==> config.mk <==
export PLATFORM = sky130hd
export DESIGN_NAME = wdt_window
export DESIGN_NICKNAME = d
export VERILOG_FILES = /design/src/rtl/wdt_window.sv
export SDC_FILE = /design/constraint.sdc
export NUM_CORES = 1
export LEC_CHECK = 0
export BUFFER_PORTS_ARGS = -buffer_cell sky130_fd_sc_hd__buf_2
export CAP_MARGIN = 20
export CORE_MARGIN = 2
export CORE_UTILIZATION = 40
export CTS_CLUSTER_SIZE = 10
export DETAILED_ROUTE_END_ITERATION = 6
export PLACE_DENSITY = 0.67
export SETUP_SLACK_MARGIN = 0.2
export SLEW_MARGIN = 10
export SYNTH_ARGS = -nofsm -noshare
export SYNTH_HDL_FRONTEND = slang
export SYNTH_SLANG_ARGS = --single-unit
==> constraint.sdc <==
create_clock -name clk -period 3.1 [get_ports clk]
set_input_delay 0.62 -clock clk [delete_from_list [all_inputs] [get_ports clk]]
set_output_delay 0.62 -clock clk [all_outputs]
set_load 0.03 [all_outputs]
==> src/rtl/wdt_window.sv <==
// Windowed watchdog timer with CSR interface, pre-timeout interrupt and pulsed reset output.
// Optional early-kick window detection is compiled in with `define WDT_WINDOW_EN.
module wdt_window #(
  parameter int unsigned CNT_W           = 8,
  parameter int unsigned DEFAULT_TIMEOUT = 8'h3,
  parameter bit          DEFAULT_EN      = 1'b0,
  parameter int unsigned PULSE_TICKS     = 2
) (
  input  logic       clk,
  input  logic       rst,
  input  logic       ce,
  input  logic [4:0] csr_a,
  input  logic [7:0] csr_di,
  input  logic       csr_we,
  output logic [7:0] csr_do,
  output logic       wdt_out,
  output logic       force_recovery_mode,
  output logic       irq
);

  localparam logic [CNT_W-1:0] DefTimeout = CNT_W'(DEFAULT_TIMEOUT);
  localparam logic [CNT_W-1:0] DefLoad    = (DefTimeout == '0) ? CNT_W'(1) : DefTimeout;
  localparam logic [3:0]       PulseInit  = 4'(PULSE_TICKS);
  localparam logic [7:0]       KickKey    = 8'h6b;
`ifdef WDT_WINDOW_EN
  localparam logic [5:0]       CtrlMask   = 6'h3f;
`else
  localparam logic [5:0]       CtrlMask   = 6'h1f;
`endif

  localparam int unsigned CtrlEn    = 0;
  localparam int unsigned CtrlLock  = 1;
  localparam int unsigned CtrlOe    = 2;
  localparam int unsigned CtrlFrm   = 3;
  localparam int unsigned CtrlIrqEn = 4;
  localparam int unsigned CtrlWinEn = 5;

  localparam int unsigned StsPre     = 0;
  localparam int unsigned StsExpired = 1;
  localparam int unsigned StsEarly   = 2;

  typedef enum logic [1:0] {StIdle, StRun, StFire} state_e;
  localparam state_e StReset = DEFAULT_EN ? StRun : StIdle;

  state_e           state_q, state_d;
  logic [5:0]       ctrl_q, ctrl_d;
  logic [CNT_W-1:0] timeout_q, timeout_d;
  logic [7:0]       pretimeout_q, pretimeout_d;
  logic [2:0]       status_q, status_d;
  logic [CNT_W-1:0] cnt_q, cnt_d;
  logic [3:0]       pulse_q, pulse_d;
`ifdef WDT_WINDOW_EN
  logic [7:0]       window_q, window_d;
`endif

  logic             wr_ctrl, wr_timeout_lo, wr_timeout_hi, wr_pre, wr_status, kick, early;
  logic [CNT_W-1:0] reload_val, cnt_dec;
  logic [15:0]      timeout16, cnt16;

  // Once LOCK is set, CTRL is frozen until reset.
  assign wr_ctrl       = csr_we && (csr_a == 5'h0) && !ctrl_q[CtrlLock];
  assign kick          = csr_we && (csr_a == 5'h1) && (csr_di == KickKey);
  assign wr_timeout_lo = csr_we && (csr_a == 5'h2);
  assign wr_timeout_hi = csr_we && (csr_a == 5'h3) && (CNT_W > 8);
  assign wr_pre        = csr_we && (csr_a == 5'h6);
  assign wr_status     = csr_we && (csr_a == 5'h8);

  assign reload_val = (timeout_q == '0) ? CNT_W'(1) : timeout_q;
  assign cnt_dec    = cnt_q - CNT_W'(1);
  assign timeout16  = 16'(timeout_q);
  assign cnt16      = 16'(cnt_q);

`ifdef WDT_WINDOW_EN
  assign early = ctrl_q[CtrlWinEn] && (window_q != 8'h0) && (cnt_q > CNT_W'(window_q));
`else
  assign early = 1'b0;
`endif

  always_comb begin
    state_d      = state_q;
    ctrl_d       = ctrl_q;
    cnt_d        = cnt_q;
    pulse_d      = pulse_q;
    pretimeout_d = wr_pre ? csr_di : pretimeout_q;
    // Narrow builds truncate the high byte away, so HI writes vanish.
    timeout_d    = CNT_W'({wr_timeout_hi ? csr_di : timeout16[15:8],
                           wr_timeout_lo ? csr_di : timeout16[7:0]});
    status_d     = status_q & ~(wr_status ? csr_di[2:0] : 3'b000);
`ifdef WDT_WINDOW_EN
    window_d     = (csr_we && (csr_a == 5'h7)) ? csr_di : window_q;
`endif

    if (wr_ctrl) begin
      ctrl_d = csr_di[5:0] & CtrlMask;
      // EN is held while firing; the pulse always completes.
      if (state_q == StFire) ctrl_d[CtrlEn] = ctrl_q[CtrlEn];
    end

    case (state_q)
      StIdle: begin
        if (wr_ctrl && csr_di[CtrlEn]) begin
          state_d = StRun;
          cnt_d   = reload_val;
        end
      end
      StRun: begin
        if (wr_ctrl && !csr_di[CtrlEn]) begin
          state_d = StIdle;
        end else if (kick) begin
          if (early) begin
            state_d              = StFire;
            pulse_d              = PulseInit;
            status_d[StsExpired] = 1'b1;
            status_d[StsEarly]   = 1'b1;
          end else begin
            cnt_d = reload_val;
          end
        end else if (ce) begin
          if (cnt_q <= CNT_W'(1)) begin
            cnt_d                = '0;
            state_d              = StFire;
            pulse_d              = PulseInit;
            status_d[StsExpired] = 1'b1;
          end else begin
            cnt_d = cnt_dec;
            if ((pretimeout_q != 8'h0) && (cnt_dec == CNT_W'(pretimeout_q))) begin
              status_d[StsPre] = 1'b1;
            end
          end
        end
      end
      StFire: begin
        if (ce) begin
          if (pulse_q <= 4'd1) begin
            if (ctrl_q[CtrlLock]) begin
              state_d = StRun;
              cnt_d   = reload_val;
            end else begin
              state_d        = StIdle;
              ctrl_d[CtrlEn] = 1'b0;
            end
          end else begin
            pulse_d = pulse_q - 4'd1;
          end
        end
      end
      default: state_d = StIdle;
    endcase
  end

  always_ff @(posedge clk or posedge rst) begin
    if (rst) begin
      state_q      <= StReset;
      ctrl_q       <= {5'b0, DEFAULT_EN};
      timeout_q    <= DefTimeout;
      pretimeout_q <= 8'h0;
      status_q     <= 3'b000;
      cnt_q        <= DefLoad;
      pulse_q      <= 4'd0;
    end else begin
      state_q      <= state_d;
      ctrl_q       <= ctrl_d;
      timeout_q    <= timeout_d;
      pretimeout_q <= pretimeout_d;
      status_q     <= status_d;
      cnt_q        <= cnt_d;
      pulse_q      <= pulse_d;
    end
  end

`ifdef WDT_WINDOW_EN
  always_ff @(posedge clk or posedge rst) begin
    if (rst) window_q <= 8'h0;
    else     window_q <= window_d;
  end
`endif

  always_comb begin
    csr_do = 8'h00;
    case (csr_a)
      5'h0: csr_do = {2'b00, ctrl_q};
      5'h2: csr_do = timeout16[7:0];
      5'h3: csr_do = timeout16[15:8];
      5'h4: csr_do = cnt16[7:0];
      5'h5: csr_do = cnt16[15:8];
      5'h6: csr_do = pretimeout_q;
`ifdef WDT_WINDOW_EN
      5'h7: csr_do = window_q;
`endif
      5'h8: csr_do = {5'b00000, status_q};
      default: csr_do = 8'h00;
    endcase
  end

  // Outputs decode from reset-cleared flops, so rst drops them asynchronously.
  assign wdt_out             = (state_q == StFire) && ctrl_q[CtrlOe];
  assign force_recovery_mode = (state_q == StFire) && ctrl_q[CtrlOe] && ctrl_q[CtrlFrm];
  assign irq                 = status_q[StsPre] && ctrl_q[CtrlIrqEn];

endmodule

# Yosys cells after proc, flatten, opt, wreduce, memory -nomap -nowiden
# Index checks and enable logic that the tools add are counted.
# op_classes
n_eq_ne	22
muxes	42
n_addsub	2
order_cmp	2
reduce_logical	24
bitwise_logic	2
# op_table
cell	n
8-bit 2-to-1 mux	9
8-bit one-hot mux with 5 select lines	1
4-bit 2-to-1 mux	6
8-bit one-hot mux with 3 select lines	1
2-bit 2-to-1 mux	10
2-bit inequality test, second input constant	8
7-bit AND reduction	2
1-bit logical AND	13
1-bit 2-to-1 mux	12
3-bit inequality test, second input constant	4
5-bit by 3-bit == test with 1-bit output, second input constant	2
8-bit by 7-bit == test with 1-bit output, second input constant	1
8-bit == test	1
8-bit by 1-bit less-or-equal comparator with 1-bit output, second input constant	1
8-bit logical NOT	1
4-bit one-hot mux with 2 select lines	1
8-bit nonzero test	1
8-bit by 1-bit subtractor with 8-bit output, second input constant	1
2-bit one-hot mux with 3 select lines	1
6-bit AND reduction	1
5-bit by 1-bit == test with 1-bit output, second input constant	1
5-bit by 2-bit == test with 1-bit output, second input constant	1
5-bit by 4-bit == test with 1-bit output, second input constant	1
5-bit logical NOT	1
other kinds (12)	13
# word_totals
regBits	38
input_bits	17
output_inout_bits	11
elab_cells	102

# Longest topological paths before layout
# logic_depth
depth_word	11
depth_mapped	8
depth_no_buf	7

# Worst setup path before layout
# No wires, ideal clock.
# synth_path
kind	input port to output port
startpoint	in csr_a[4]
endpoint	out csr_do[0]
t_arrival_ns	1.916
path_stages	4
n_path_buf	0
path_slack_ns	0.564
required_time_ns	2.480
path_cell_list	or3_1 nor3b_1 a22oi_1 nand3_1
# synth_between
elab_chain_len	2
elab_cells_between_ends	6
cone_classes	eq/ne (4); mux (1); reduce/logical (1)
# synth_lines
element	line	source
from (decl)	12	input logic [4:0] csr_a,
5-bit by 4-bit == test with 1-bit output, or another cell as far along	180	case (csr_a)
8-bit one-hot mux with 5 select lines *	180	
to (decl)	15	output logic [7:0] csr_do,
# Every way passes the cells marked *; elsewhere a longest branch is shown, timed or not.

# Worst setup path after layout
# layout_path
startpoint	reg cnt_q[1]
endpoint	reg status_q[0]
# layout_between
elab_chain_len	9
elab_cells_between_ends	10
cone_classes	add/sub (1); order compare (1); eq/ne (1); mux (6); reduce/logical (1)
# layout_lines
element	line	source
from (decl)	50	logic [CNT_W-1:0] cnt_q, cnt_d;
from (signal assigned)	158	cnt_q <= DefLoad;
from (signal assigned)	166	cnt_q <= cnt_d;
8-bit by 1-bit subtractor with 8-bit output	69	assign cnt_dec = cnt_q - CNT_W'(1);
8-bit == test	126	if ((pretimeout_q != 8'h0) && (cnt_dec == CNT_W'(pretimeout_q))) begin
1-bit logical AND	126	
1-bit 2-to-1 mux	126	
1-bit 2-to-1 mux *	119	if (cnt_q <= CNT_W'(1)) begin
2-bit 2-to-1 mux *	118	end else if (ce) begin
1-bit 2-to-1 mux *	109	end else if (kick) begin
2-bit 2-to-1 mux *	107	if (wr_ctrl && !csr_di[CtrlEn]) begin
2-bit 2-to-1 mux *	99	case (state_q)
named net status_d[0]	49	logic [2:0] status_q, status_d;
to (signal assigned)	165	status_q <= status_d;
to (decl)	49	
# The timed path passes the listed nets; every way through them passes the cells marked *.
# A chain may end at the register's enable or synchronous reset.

==> out/qor.yml <==
drive_gt1_share_pct: 23.1
synthFlopType: "dfrtp_1"
power.density_nw_per_um2: 775
portBuffers: 27
overflow: 0
synth_edf_count: 0
cts_buffer_depth: 2
cts_hold_buf: 0
cts-root-buf: "clkbuf_8"
gp_congestion: 0.928
clkSlewWorstSetupHoldPaths_ps: 80
yosys.area.top_type: "dfrtp_1"
cts_htree_levels: 2
worstPathMaxFanout: 6
synth_area_sq_um: 2480
synthTopCellsByArea: "dfrtp_1, mux2_2, a22oi_1"
wl_met1_um: 2890
ios: 28
r2r_slack_ps: 450
syn_nets: 279
num-fill-cells: 594
whs_ps: 490
fin_crit_ps: 2650
routed.top_layer: "met4"
num-nets-final: 310
placed_cell_area_sq_um: 2710
area_growth_pct: 12.4
cts_resized: 0
status: "finished clean"
synth_top_area_share_pct: 34.2
hold_viol_final: 0
preCtsSetupSlack_ps: 461
leakage_uw: 0.00130
first_global_vias: 2097
layout_commonest_cell: "dfrtp_1"
slew_violations: 0
cts_buffers: 5
hold-path-endpoint: "timeout_q[0]"
syn_avg_cell_area_sq_um: 9.63
r2r-end: "status_q[0]"
start_util_pct: 41.7
skew_ps: 7.72
finalSetupViolCount: 0
min_path_cells: 2
layout_common_cells: "dfrtp_1, buf_2, nand2_1, a22oi_1"
tightest_slew_ps: 885
worst_slew_margin_rel_pct: 41.0
finalCritPeriodShare_pct: 85.5
drt_iter0_drc: 221
yosysUniqueCellTypes: 62
end_kind: "flop"
row_count: 28
stdcell_area_sq_um: 2790
n_antenna_cell: 0
drc: 0
post-route-util_pct: 46.9
grt_use_total_pct: 18.8
die_h_um: 82.8
coreArea_sq_um: 5960
clk_latency_ps: 290
die_area_sq_um: 6860
cts_tree: "done"
cts_setup_buffers: 0
start_kind: "flop"
path_class: "reg2reg"
required_ps: 3290
wl_met3_um: 224
postRouteAntennaNets: 0
postRouteWirelength_um: 6320
ys_ff_latch: 38
synthArstFlopShare_pct: 100
syn_inst: 258
vias: 2163
r2r_start: "cnt_q[1]"
irDropWorstVdd_mv: 0.413
layout_setup_ws_ps: 448
first_pass_iters: 4
rsz0062_at_grt: "false"
finalSetupTns_ps: 0
viasPerCell: 5.93
avgRoutedWirePerCell_um: 17.3
min_path_type: "reg2reg"
ys_warn_count: 0
cts_sinks: 38
worstPathArrival_ps: 2840
r2r_cells: 7
max-cap-violations: 0
grt_first_pass_wirelength_um: 10500
dieWidth_um: 82.8
hpwlAfterDp_um: 4860
yosysSeqAreaShare_pct: 38.5
min-delay-start: "timeout_q[0]"
grt_max_degree: 24
wl_met2_um: 3140
antenna_found_initial: 0
max_freq_mhz: 377
-- worst max path at each step --
stage                         from           to  slack, ps
after detailed placement  cnt_q[0]  status_q[0]        460
final                     cnt_q[1]  status_q[0]        450
after global placement    csr_a[4]    csr_do[0]        540
after global routing      cnt_q[1]  status_q[0]        300
after floorplan           csr_a[4]    csr_do[0]        560
after CTS                 cnt_q[1]  status_q[0]        460
-- per-layer routing --
layer	global-route usage, %	up-vias
met2	31.7	56
met5	0	-
met3	2.19	9
met4	6.26	0
li1	-	1039
met1	25.0	1059
-- through the flow --
stage / power [uW] / std cells
after CTS: 2170 / 365
after global routing: 2330 / 365
final: 2170 / 365
after floorplan: 1600 / 258
after detailed placement: 1830 / 357
after global placement: 1820 / 357
-- where the power goes --
| group | internal (uW) | leakage, uW | switching (uW) | total (uW) |
|---|---|---|---|---|
| clock network | 159 | 0.0000385 | 174 | 333 |
| logic | 464 | 0.000790 | 528 | 992 |
| registers | 638 | 0.000473 | 203 | 842 |
| total | 1260 | 0.00130 | 905 | 2170 |
-- worst max-delay path: stages, from the launching register on --
cell	delay, ps
dfstp_2	400
inv_1	80
ha_1	270
or3b_1	480
xnor2_1	160
or4_1	480
or4_1	490
o41ai_2	190
-- Yosys cell counts, types with 3 or more instances --
cell / n
a21oi_1: 7
buf_2: 3
nor3_1: 6
inv_1: 13
o32ai_1: 5
nor3b_1: 3
and3_1: 5
ha_1: 4
nor4_1: 5
nor2_1: 7
nand2b_1: 6
xnor2_1: 6
clkbuf_1: 5
dfstp_2: 4
mux2_1: 8
and2_1: 5
o211ai_1: 3
a22o_1: 7
o221ai_1: 3
nor2b_1: 3
nand4_1: 7
mux2_2: 10
nand2_1: 24
mux2i_1: 3
dfrtp_1: 34
nand3_1: 13
a22oi_1: 14
-- cell type report --
type	count	area, sq um	share of cell area [%]
multi-input cells	194	1410	50.3
flip-flops and latches	38	956	34.2
repair buffers	36	203	7.25
well taps	75	93.8	3.36
clock buffers	7	76.3	2.73
inverters	14	52.6	1.88
clock inverters	1	7.51	0.269
-- state kept, by name, summed over array words and instances, names as in the netlist --
register      flops
state_q           2
pulse_q           4
timeout_q         8
cnt_q             8
pretimeout_q      8
status_q          3
ctrl_q            5
-- cell families (layout without fill, tap and decap cells) --
kind of cell / after synthesis / in the layout / synth area share [%]
buffers and inverters: 26 / 58 / 4.98
XOR/XNOR: 9 / 9 / 3.47
flip-flops: 38 / 38 / 38.5
AND/OR/NAND/NOR: 101 / 101 / 23.4
multiplexers: 21 / 21 / 9.37
AO/OA/AOI/OAI: 59 / 59 / 18.3
adder cells (fa/ha/maj): 4 / 4 / 2.01
(Power assumes the default switching activity.)
